==> config.mk <==
export PLATFORM = sky130hd
export DESIGN_NAME = systolic_host_driver
export DESIGN_NICKNAME = d
export VERILOG_FILES = /design/src/rtl/systolic_host_driver.sv
export SDC_FILE = /design/constraint.sdc
export NUM_CORES = 1
export LEC_CHECK = 0
export ABC_AREA = 0
export CAP_MARGIN = 20
export CORE_UTILIZATION = 55
export CTS_CLUSTER_DIAMETER = 200
export DETAILED_ROUTE_END_ITERATION = 10
export PLACE_DENSITY = 0.77
export SLEW_MARGIN = 15
export SYNTH_ARGS = -nofsm -noshare
export SYNTH_HDL_FRONTEND = slang
export SYNTH_SLANG_ARGS = --single-unit
==> constraint.sdc <==
create_clock -name clk -period 5.1 [get_ports clk]
set_input_delay 1.53 -clock clk [delete_from_list [all_inputs] [get_ports clk]]
set_output_delay 1.53 -clock clk [all_outputs]
set_load 0.01 [all_outputs]
==> src/rtl/systolic_host_driver.sv <==
// systolic_host_driver: loads A/B operands, streams them to the 4x4 systolic array
// and collects its 16-byte result stream into a host-readable buffer.
module systolic_host_driver #(
    parameter int DW      = 8,
    parameter int NE      = 16,
    parameter int TIMEOUT = 255
) (
    input  logic          clk,
    input  logic          rst,
    input  logic          cfg_we,
    input  logic          cfg_sel,
    input  logic [3:0]    cfg_addr,
    input  logic [DW-1:0] cfg_wdata,
    input  logic          start,
    output logic          busy,
    output logic          done,
    output logic          err,
    input  logic [3:0]    res_addr,
    output logic [DW-1:0] res_rdata,
    output logic          sa_en,
    output logic [DW-1:0] sa_a,
    output logic [DW-1:0] sa_b,
    input  logic [DW-1:0] sa_out,
    input  logic          sa_ack
);
    typedef enum logic [2:0] {IDLE, KICK, FEED, WAIT, COLLECT, DONE, ERR} state_t;

    state_t        state_q, state_d;
    logic [3:0]    idx_q, idx_d;
    logic [7:0]    timer_q, timer_d;
    logic [DW-1:0] sa_a_q, sa_a_d, sa_b_q, sa_b_d;
    logic [DW-1:0] a_q [NE];
    logic [DW-1:0] a_d [NE];
    logic [DW-1:0] b_q [NE];
    logic [DW-1:0] b_d [NE];
    logic [DW-1:0] res_q [NE];
    logic [DW-1:0] res_d [NE];

    always_comb begin
        state_d = state_q;
        idx_d   = idx_q;
        timer_d = timer_q;
        sa_a_d  = '0;
        sa_b_d  = '0;
        a_d     = a_q;
        b_d     = b_q;
        res_d   = res_q;
        if (cfg_we && (state_q == IDLE || state_q == ERR)) begin
            if (cfg_sel) b_d[cfg_addr] = cfg_wdata;
            else         a_d[cfg_addr] = cfg_wdata;
        end
        case (state_q)
            IDLE, ERR: begin
                if (start) begin
                    state_d = KICK;
                    timer_d = '0;
                end
            end
            KICK: begin
                idx_d   = '0;
                sa_a_d  = a_q[0];
                sa_b_d  = b_q[0];
                state_d = FEED;
            end
            // sa_a/sa_b are preloaded one cycle ahead so they leave as registers
            FEED: begin
                if (sa_ack) begin
                    state_d = ERR;
                end else if (idx_q == 4'(NE-1)) begin
                    idx_d   = '0;
                    state_d = WAIT;
                end else begin
                    idx_d  = idx_q + 4'd1;
                    sa_a_d = a_q[idx_q + 4'd1];
                    sa_b_d = b_q[idx_q + 4'd1];
                end
            end
            WAIT: begin
                timer_d = (timer_q == '1) ? timer_q : timer_q + 8'd1;
                if (sa_ack) begin
                    res_d[0] = sa_out;
                    idx_d    = 4'd1;
                    state_d  = COLLECT;
                end else if (timer_q == 8'(TIMEOUT-1)) begin
                    state_d = ERR;
                end
            end
            COLLECT: begin
                if (sa_ack) begin
                    res_d[idx_q] = sa_out;
                    idx_d        = idx_q + 4'd1;
                    state_d      = (idx_q == 4'(NE-1)) ? DONE : COLLECT;
                end else begin
                    state_d = ERR;
                end
            end
            DONE:    state_d = IDLE;
            default: state_d = IDLE;
        endcase
    end

    always_ff @(posedge clk) begin
        if (rst) begin
            state_q <= IDLE;
            idx_q   <= '0;
            timer_q <= '0;
            sa_a_q  <= '0;
            sa_b_q  <= '0;
            a_q     <= '{default: '0};
            b_q     <= '{default: '0};
            res_q   <= '{default: '0};
        end else begin
            state_q <= state_d;
            idx_q   <= idx_d;
            timer_q <= timer_d;
            sa_a_q  <= sa_a_d;
            sa_b_q  <= sa_b_d;
            a_q     <= a_d;
            b_q     <= b_d;
            res_q   <= res_d;
        end
    end

    assign busy      = (state_q == KICK) || (state_q == FEED) || (state_q == WAIT) || (state_q == COLLECT);
    assign done      = (state_q == DONE);
    assign err       = (state_q == ERR);
    assign sa_en     = (state_q == KICK);
    assign sa_a      = sa_a_q;
    assign sa_b      = sa_b_q;
    assign res_rdata = res_q[res_addr];
endmodule

==> results of run 1 <==
==> critical path: cells and delay by family <==
kind	cells	cell delay [ns]
muxes	2	1.04
buffers and inverters	3	0.84
==> per-stage QoR <==
| step | TNS [ns] | setup WS (ns) | std cells | hold slack, ns |
|---|---|---|---|---|
| after floorplan | 0 | 0.222 | 1913 | 0.429 |
| after global placement | -0.000322 | -0.000322 | 2273 | 0.439 |
| after detailed placement | -0.00259 | -0.00259 | 2273 | 0.444 |
| after CTS | 0 | 0.00389 | 2347 | 0.452 |
| after global routing | 0 | 0.0844 | 2349 | 0.464 |
| final | 0 | 0.140 | 2349 | 0.453 |
==> metal layers <==
layer / wire length, µm / track usage
met4: 2370 / 0.146
met5: 0 / 0
met1: 18400 / 0.345
met3: 3680 / 0.0480
met2: 23300 / 0.475
==> layout by cell type (no fill, tap or decap), drive strengths merged, types with 2 or more instances in the layout <==
cell type,instances
dlymetal6s2s,2
nor2b,11
dfxtp,415
nand2b,7
a211oi,2
a21oi,194
o21ai,5
a31oi,2
nor2,253
inv,5
and3,3
and4,3
clkdlybuf4s50,50
mux2i,232
clkinv,9
and2,5
nor3,31
buf,32
or2,3
nand2,304
or3,7
a311oi,2
o2111ai,2
xnor2,2
nand3,99
a211o,16
nand4b,2
bufinv,5
xor2,9
ha,6
nor3b,3
clkinvlp,4
dlygate4sd2,3
clkbuf,56
mux4,104
==> area by class of cell <==
type / count / share of cell area
Multi-Input combinational cell: 1326 / 0.458
Sequential cell: 415 / 0.404
Clock buffer: 55 / 0.0574
Timing Repair Buffer: 88 / 0.0415
Tap cell: 442 / 0.0269
Clock inverter: 19 / 0.0117
Inverter: 4 / 0.000730
==> sequential cells by signal (all words and copies together) (netlist names) <==
name     flops
res_q      128
b_q        128
state_q      3
idx_q        4
sa_b         8
a_q        128
timer_q      8
sa_a         8
==> what timing repair did <==
| action | in CTS | in global routing |
|---|---|---|
| cloned | 0 | 1 |
| setup endpoints to repair | 3 | 5 |
| gates resized for setup | 3 | 2 |
==> power by group through the flow <==
stage          combinational [µW]  clock (µW)  sequential (µW)
3_3_place_gp                  788           0             3440
3_5_place_dp                  803           0             3450
2_1_floorplan                 659           0             3370
4_1_cts                       806        3210             3380
6_report                      809        3170             3380
5_1_grt                       868        3330             3380
==> final timing paths <==
kind	start	slack, ns	end	cells after the start
hold / removal	a_q[43]$_SDFFE_PP0P_	0.45	a_q[43]$_SDFFE_PP0P_	2
setup reg to reg	state_q[1]$_SDFFE_PP0P_	1.99	a_q[28]$_SDFFE_PP0P_	5
setup / recovery	res_addr[0]	0.14	res_rdata[2]	5
hold reg to reg	a_q[43]$_SDFFE_PP0P_	0.45	a_q[43]$_SDFFE_PP0P_	2
==> kinds of logic (layout without fill, tap and decap cells) <==
kind of cell | after synthesis | after routing
adders and majority gates | 6 | 6
and+or+nand+nor | 739 | 739
buffers and inverters | 172 | 166
muxes | 337 | 337
AOI/OAI and AO/OA | 233 | 233
xor gates and xnor gates | 11 | 11
DFF | 415 | 415
==> parameters.txt, run 1 <==
Parameter                              Value

Critical path
  Required time of the worst setup path    3.57 ns
  Cell Chain, Critical Path    buf_2 > buf_12 > mux4_2 > mux4_2 > clkdlybuf4s50_1
  Critical Path Most Common Cell    sky130_fd_sc_hd__mux4_2
  Largest stage delay on the critical path    0.55 ns
  Startpoint Class    input pin
  Critical Setup Path Class    input pin to primary output
  Arrival @ worst endpoint    3.43 ns
  Kind of end point of the critical path    primary output
  Top fanout value on the critical path    32
  Cell with the biggest individual delay on the critical path    sky130_fd_sc_hd__mux4_2

GRT
  Global-route wire length before repair    74.6 mm
  Tot GR Track Use    0.281
  Number of antenna violations at the first check in global routing    0
  Maximum number of pins on one net before global-route repair    142
  Global-route congestion overflow total    0
  Vias in the first global route    13,800

Synth
  Most used standard cell by instance count after synthesis    sky130_fd_sc_hd__dfxtp_1
  Post-Syn Nets    1,949
  Mapped Area    18,400 µm²
  Most instantiated flip-flop cell in the synthesis netlist    sky130_fd_sc_hd__dfxtp_1
  Average cell area after synthesis    9.60 µm²
  Total number of yosys warnings    0
  Largest family of logic cells by synthesized area    multiplexers
  Adder-Cell Fraction of Synth Area    0.00409
  Distinct cell type count of the synthesized netlist    54
  Multiplexer share of the synthesized area    0.254
  Share of the synthesized area in compound gates (AO/OA/AOI/OAI)    0.0699
  Proportion of register bits with asynchronous set or reset after synthesis    0
  Share of synthesized cell area in and, or, nand and nor gates    0.177
  Most instantiated cells after synthesis    sky130_fd_sc_hd__dfxtp_1 (415), sky130_fd_sc_hd__nand2_1 (304), sky130_fd_sc_hd__nor2_1 (253)
  Post-synthesis sequential element count    415
  Post-synth top area share    0.452
  Share of synthesized area occupied by flip-flops and latches    0.452
  Dominant cells by area after synthesis    sky130_fd_sc_hd__dfxtp_1 (45%), sky130_fd_sc_hd__mux4_2 (13%), sky130_fd_sc_hd__mux2i_1 (13%), sky130_fd_sc_hd__nand2_1 (6.2%), sky130_fd_sc_hd__a21oi_1 (5.3%)
  Cell accounting for the most synthesized area    sky130_fd_sc_hd__dfxtp_1
  Gate Count Post-Synth    1,913
  Number of flops mapped to enable cells by yosys    0
  Xor and xnor area share after synthesis    0.00524

Timing
  Unrepaired setup endpoints after global routing    false
  Slew headroom    0.310
  Final clock period utilization by the worst path    0.973
  Number of slew-limit violations in the final report    0
  Fin Clk Skew    0.0163 ns
  Hold Vio Cnt, Final    0
  Finish-stage setup viols    0
  Maximum frequency from static timing analysis    202 MHz
  Transition time of the tightest slew-check pin    1.04 ns
  Final critical-path required period    4.96 ns

CTS
  Worst-Skew Late Latency    0.55 ns
  Root buffer cell    sky130_fd_sc_hd__clkbuf_16
  Number of sinks handled by clock tree synthesis    415
  Number of clock buffers inserted by TritonCTS    42
  Clock H-tree levels    2
  CTS Buffer Depth    3
  Post-CTS setup buffer count    0
  Clock slew at the register clock pins of the worst setup and hold paths    0.05 ns
  Number of hold-repair buffers added at the cts stage    0
  TritonCTS clock tree    done

Pwr
  Power Internal    5480 µW
  Sw Ratio    0.255
  Leakage dissipation    0.00729 µW
  PD cells    358 nW/µm²
  Peak supply drop    0.000274 V
  NetSw    1880 µW
  Total chip power    7360 µW
  Share of power burned in registers    0.459
  Clock network power share    0.431
  Share of power burned in combinational logic    0.110

Cells and area
  Seq. cell area    8310 µm²
  Final design instance area without fill    20,600 µm²
  Filler instances    2,634
  Final layout net count    1,913
  Antenna Diode Count    0
  Area growth from synthesis to final layout    12.0%
  Layout Utilization    0.629
  Share of final-layout standard cells stronger than drive strength 1    0.131
  Area occupied by multi-input gates    9420 µm²

Detailed routing
  Starting DRC count in detailed routing    1,486
  Number of nets with antenna violations after routing    0
  Via total after detailed routing    14,400
  Routed length per instance    20.3 µm
  Routed wire length    47.7 mm
  DR DRC count    0
  Vias per cell    6.13
  Iteration count of the initial detailed-routing pass    6

Outcome
  Result of the run    completed

Floorplan
  Standard-cell row count    66
  Height of the die    185 µm
  Starting utilization of the core area    0.562
  Die Span X    185 µm
  DIE AREA    34,100 µm²
  Top-Level Pins    58
  Core area    32,700 µm²

Placed design
  Dpl cell area    19,100 µm²
  Half-perimeter wire length after detailed placement    29.9 mm
  Routability cong.    1.02
  Port buffer count    57

Min path
  Worst hold path type    flip-flop to flip-flop

Flow run
  Number of maximum-capacitance constraint violations    0
Note: power is estimated with default switching activity, not from simulation.
==> run 2, diff against run 1 <==
Settings changed: CELL_PAD_IN_SITES_DETAIL_PLACEMENT from default to 1, CELL_PAD_IN_SITES_GLOBAL_PLACEMENT from default to 2, CORE_UTILIZATION 55 to 40, PLACE_DENSITY 0.77 to 0.84.
==> run 2 against run 1 <==
  * Core utilization decreased by 17 points
  * Worst setup slack improved by 0.062 ns
  * Worst hold slack got worse by 0.00074 ns
  * Critical path depth unchanged
  * Critical path type unchanged
==> parameters.txt, run 2 (synthesis results as in run 1) <==
Parameter                              Value

GRT
  Vias in the first global route    14,700
  Global-route congestion overflow total    0
  Global-route wire length before repair    86.7 mm
  Maximum number of pins on one net before global-route repair    200
  Tot GR Track Use    0.240
  Number of antenna violations at the first check in global routing    0

Timing
  Hold Vio Cnt, Final    0
  Finish-stage setup viols    0
  Transition time of the tightest slew-check pin    1.06 ns
  Unrepaired setup endpoints after global routing    false
  Final critical-path required period    4.90 ns
  Fin Clk Skew    0.0256 ns
  Slew headroom    0.292
  Total negative slack    0 ns
  Maximum frequency from static timing analysis    204 MHz
  Final clock period utilization by the worst path    0.960
  Hold Worst Slack    0.452 ns
  Number of slew-limit violations in the final report    0

Pwr
  Leakage dissipation    0.00738 µW
  Peak supply drop    0.000272 V
  PD cells    356 nW/µm²

Floorplan
  Die Span X    216 µm
  DIE AREA    46,800 µm²
  Starting utilization of the core area    0.405
  Standard-cell row count    78
  Height of the die    216 µm
  Top-Level Pins    58
  Core area    45,400 µm²

CTS
  CTS Buffer Depth    3
  Number of sinks handled by clock tree synthesis    415
  TritonCTS clock tree    done
  Number of hold-repair buffers added at the cts stage    0
  Clock slew at the register clock pins of the worst setup and hold paths    0.06 ns
  Worst-Skew Late Latency    0.59 ns
  Post-CTS setup buffer count    0
  Clock H-tree levels    2
  Number of clock buffers inserted by TritonCTS    47
  Root buffer cell    sky130_fd_sc_hd__clkbuf_16

Critical path
  Largest stage delay on the critical path    0.51 ns
  Required time of the worst setup path    3.57 ns
  Cell Chain, Critical Path    buf_2 > buf_12 > mux4_2 > mux4_2 > clkdlybuf4s50_1
  Critical R2R Launch    state_q[1]$_SDFFE_PP0P_
  Critical Path Most Common Cell    sky130_fd_sc_hd__mux4_2
  Kind of end point of the critical path    primary output
  Reg-to-Reg End    a_q[29]$_SDFFE_PP0P_
  Critical Setup Path Class    input pin to primary output
  Cell with the biggest individual delay on the critical path    sky130_fd_sc_hd__mux4_2
  Worst R2R Path Depth    5
  CP Buf/Inv Count    3
  Startpoint Class    input pin
  Dominant delay contributor by cell family on the critical path    multiplexers
  Arrival @ worst endpoint    3.37 ns
  Top fanout value on the critical path    14
  Slack of the worst reg-to-reg path    1.93 ns

Detailed routing
  Routed wire length    56.1 mm
  Routed length per instance    22.2 µm
  Vias per cell    5.62
  Number of nets with antenna violations after routing    0
  Iteration count of the initial detailed-routing pass    5
  Via total after detailed routing    14,200
  Starting DRC count in detailed routing    1,118
  DR DRC count    0

Cells and area
  Final layout net count    1,935
  Commonest non-fill, non-tap cells in the layout    sky130_fd_sc_hd__dfxtp_1 (414), sky130_fd_sc_hd__nand2_1 (304), sky130_fd_sc_hd__nor2_1 (252)
  Share of final-layout standard cells stronger than drive strength 1    0.136
  Area growth from synthesis to final layout    13.9%
  Antenna Diode Count    0
  Biggest registers after layout    a_q (128), b_q (128), res_q (128)
  Most frequent standard cell in the layout excluding fill and tap cells    sky130_fd_sc_hd__dfxtp_1

Outcome
  Result of the run    completed

Min path
  Hold endpoint    a_q[4]$_SDFFE_PP0P_
  Cell depth of the worst min-delay path    2
  Worst hold path type    flip-flop to flip-flop
  Hold Startpoint    a_q[4]$_SDFFE_PP0P_

Placed design
  Routability cong.    0.901
  Half-perimeter wire length after detailed placement    35.6 mm
  Port buffer count    57

Flow run
  Number of maximum-capacitance constraint violations    0
-- run 2: how the worst max path moves through the flow --
stage / from / endpoint / slack, ns / cells past startpoint
after floorplan: res_addr[0] / res_rdata[0] / 0.22 / 4
after global placement: res_addr[1] / res_rdata[3] / -0.006 / 5
after detailed placement: res_addr[1] / res_rdata[7] / -0.04 / 5
after CTS: res_addr[1] / res_rdata[0] / 0.006 / 5
after global routing: res_addr[0] / res_rdata[2] / 0.16 / 5
final: res_addr[0] / res_rdata[0] / 0.20 / 5
-- run 2: where the power goes --
| group | internal [µW] | switching (µW) | leakage [µW] |
|---|---|---|---|
| Sequential | 3290 | 74.4 | 0.00334 |
| Combinational | 320 | 551 | 0.00334 |
| Clock | 1840 | 1370 | 0.000695 |
| Total | 5440 | 2000 | 0.00738 |
-- run 2: layer usage --
metal  track usage  wire length [µm]
met4        0.0758              1540
met2         0.422             28100
met5             0                 0
met3        0.0397              2380
met1         0.298             24100
-- run 2: layout make-up --
type	count	area (µm²)
clock inverters	10	104
repair buffers	105	995
fillers	5042	24500
well taps	600	751
inverters	4	15.0
multi-input cells	1326	9430
clock buffers	66	1320
flip-flops and latches	415	8310
-- run 2: repair_timing --
item / CTS / global route
gates resized for setup: 5 / 1
cloned: 0 / 1
endpoints found under the setup margin: 5 / 3
-- run 2: worst reg2reg max path: cells and delay by family, from the launching register on --
family | cells | cell delay [ns]
flops | 1 | 0.78
simple gates | 3 | 1.77
xor+xnor | 1 | 0.23
mux | 1 | 0.25
-- run 2: through the flow --
| stage | instance area, µm² | power, µW | worst slack (ns) | std cells | util |
|---|---|---|---|---|---|
| 6_report | 20900 | 7440 | 0.202 | 2526 | 0.461 |
| 2_1_floorplan | 18400 | 4030 | 0.222 | 1913 | - |
| 3_5_place_dp | 19500 | 4310 | -0.0390 | 2449 | 0.429 |
| 5_1_grt | 20900 | 7730 | 0.162 | 2526 | 0.461 |
| 4_1_cts | 20900 | 7520 | 0.00643 | 2525 | 0.460 |
| 3_3_place_gp | 19500 | 4300 | -0.00587 | 2449 | 0.429 |
==> run 3, diff against run 2 <==
Settings changed: SLEW_MARGIN 15 to 20.
==> results of run 3 <==
The final DEF is identical to that of run 2; final timing and power are the same.
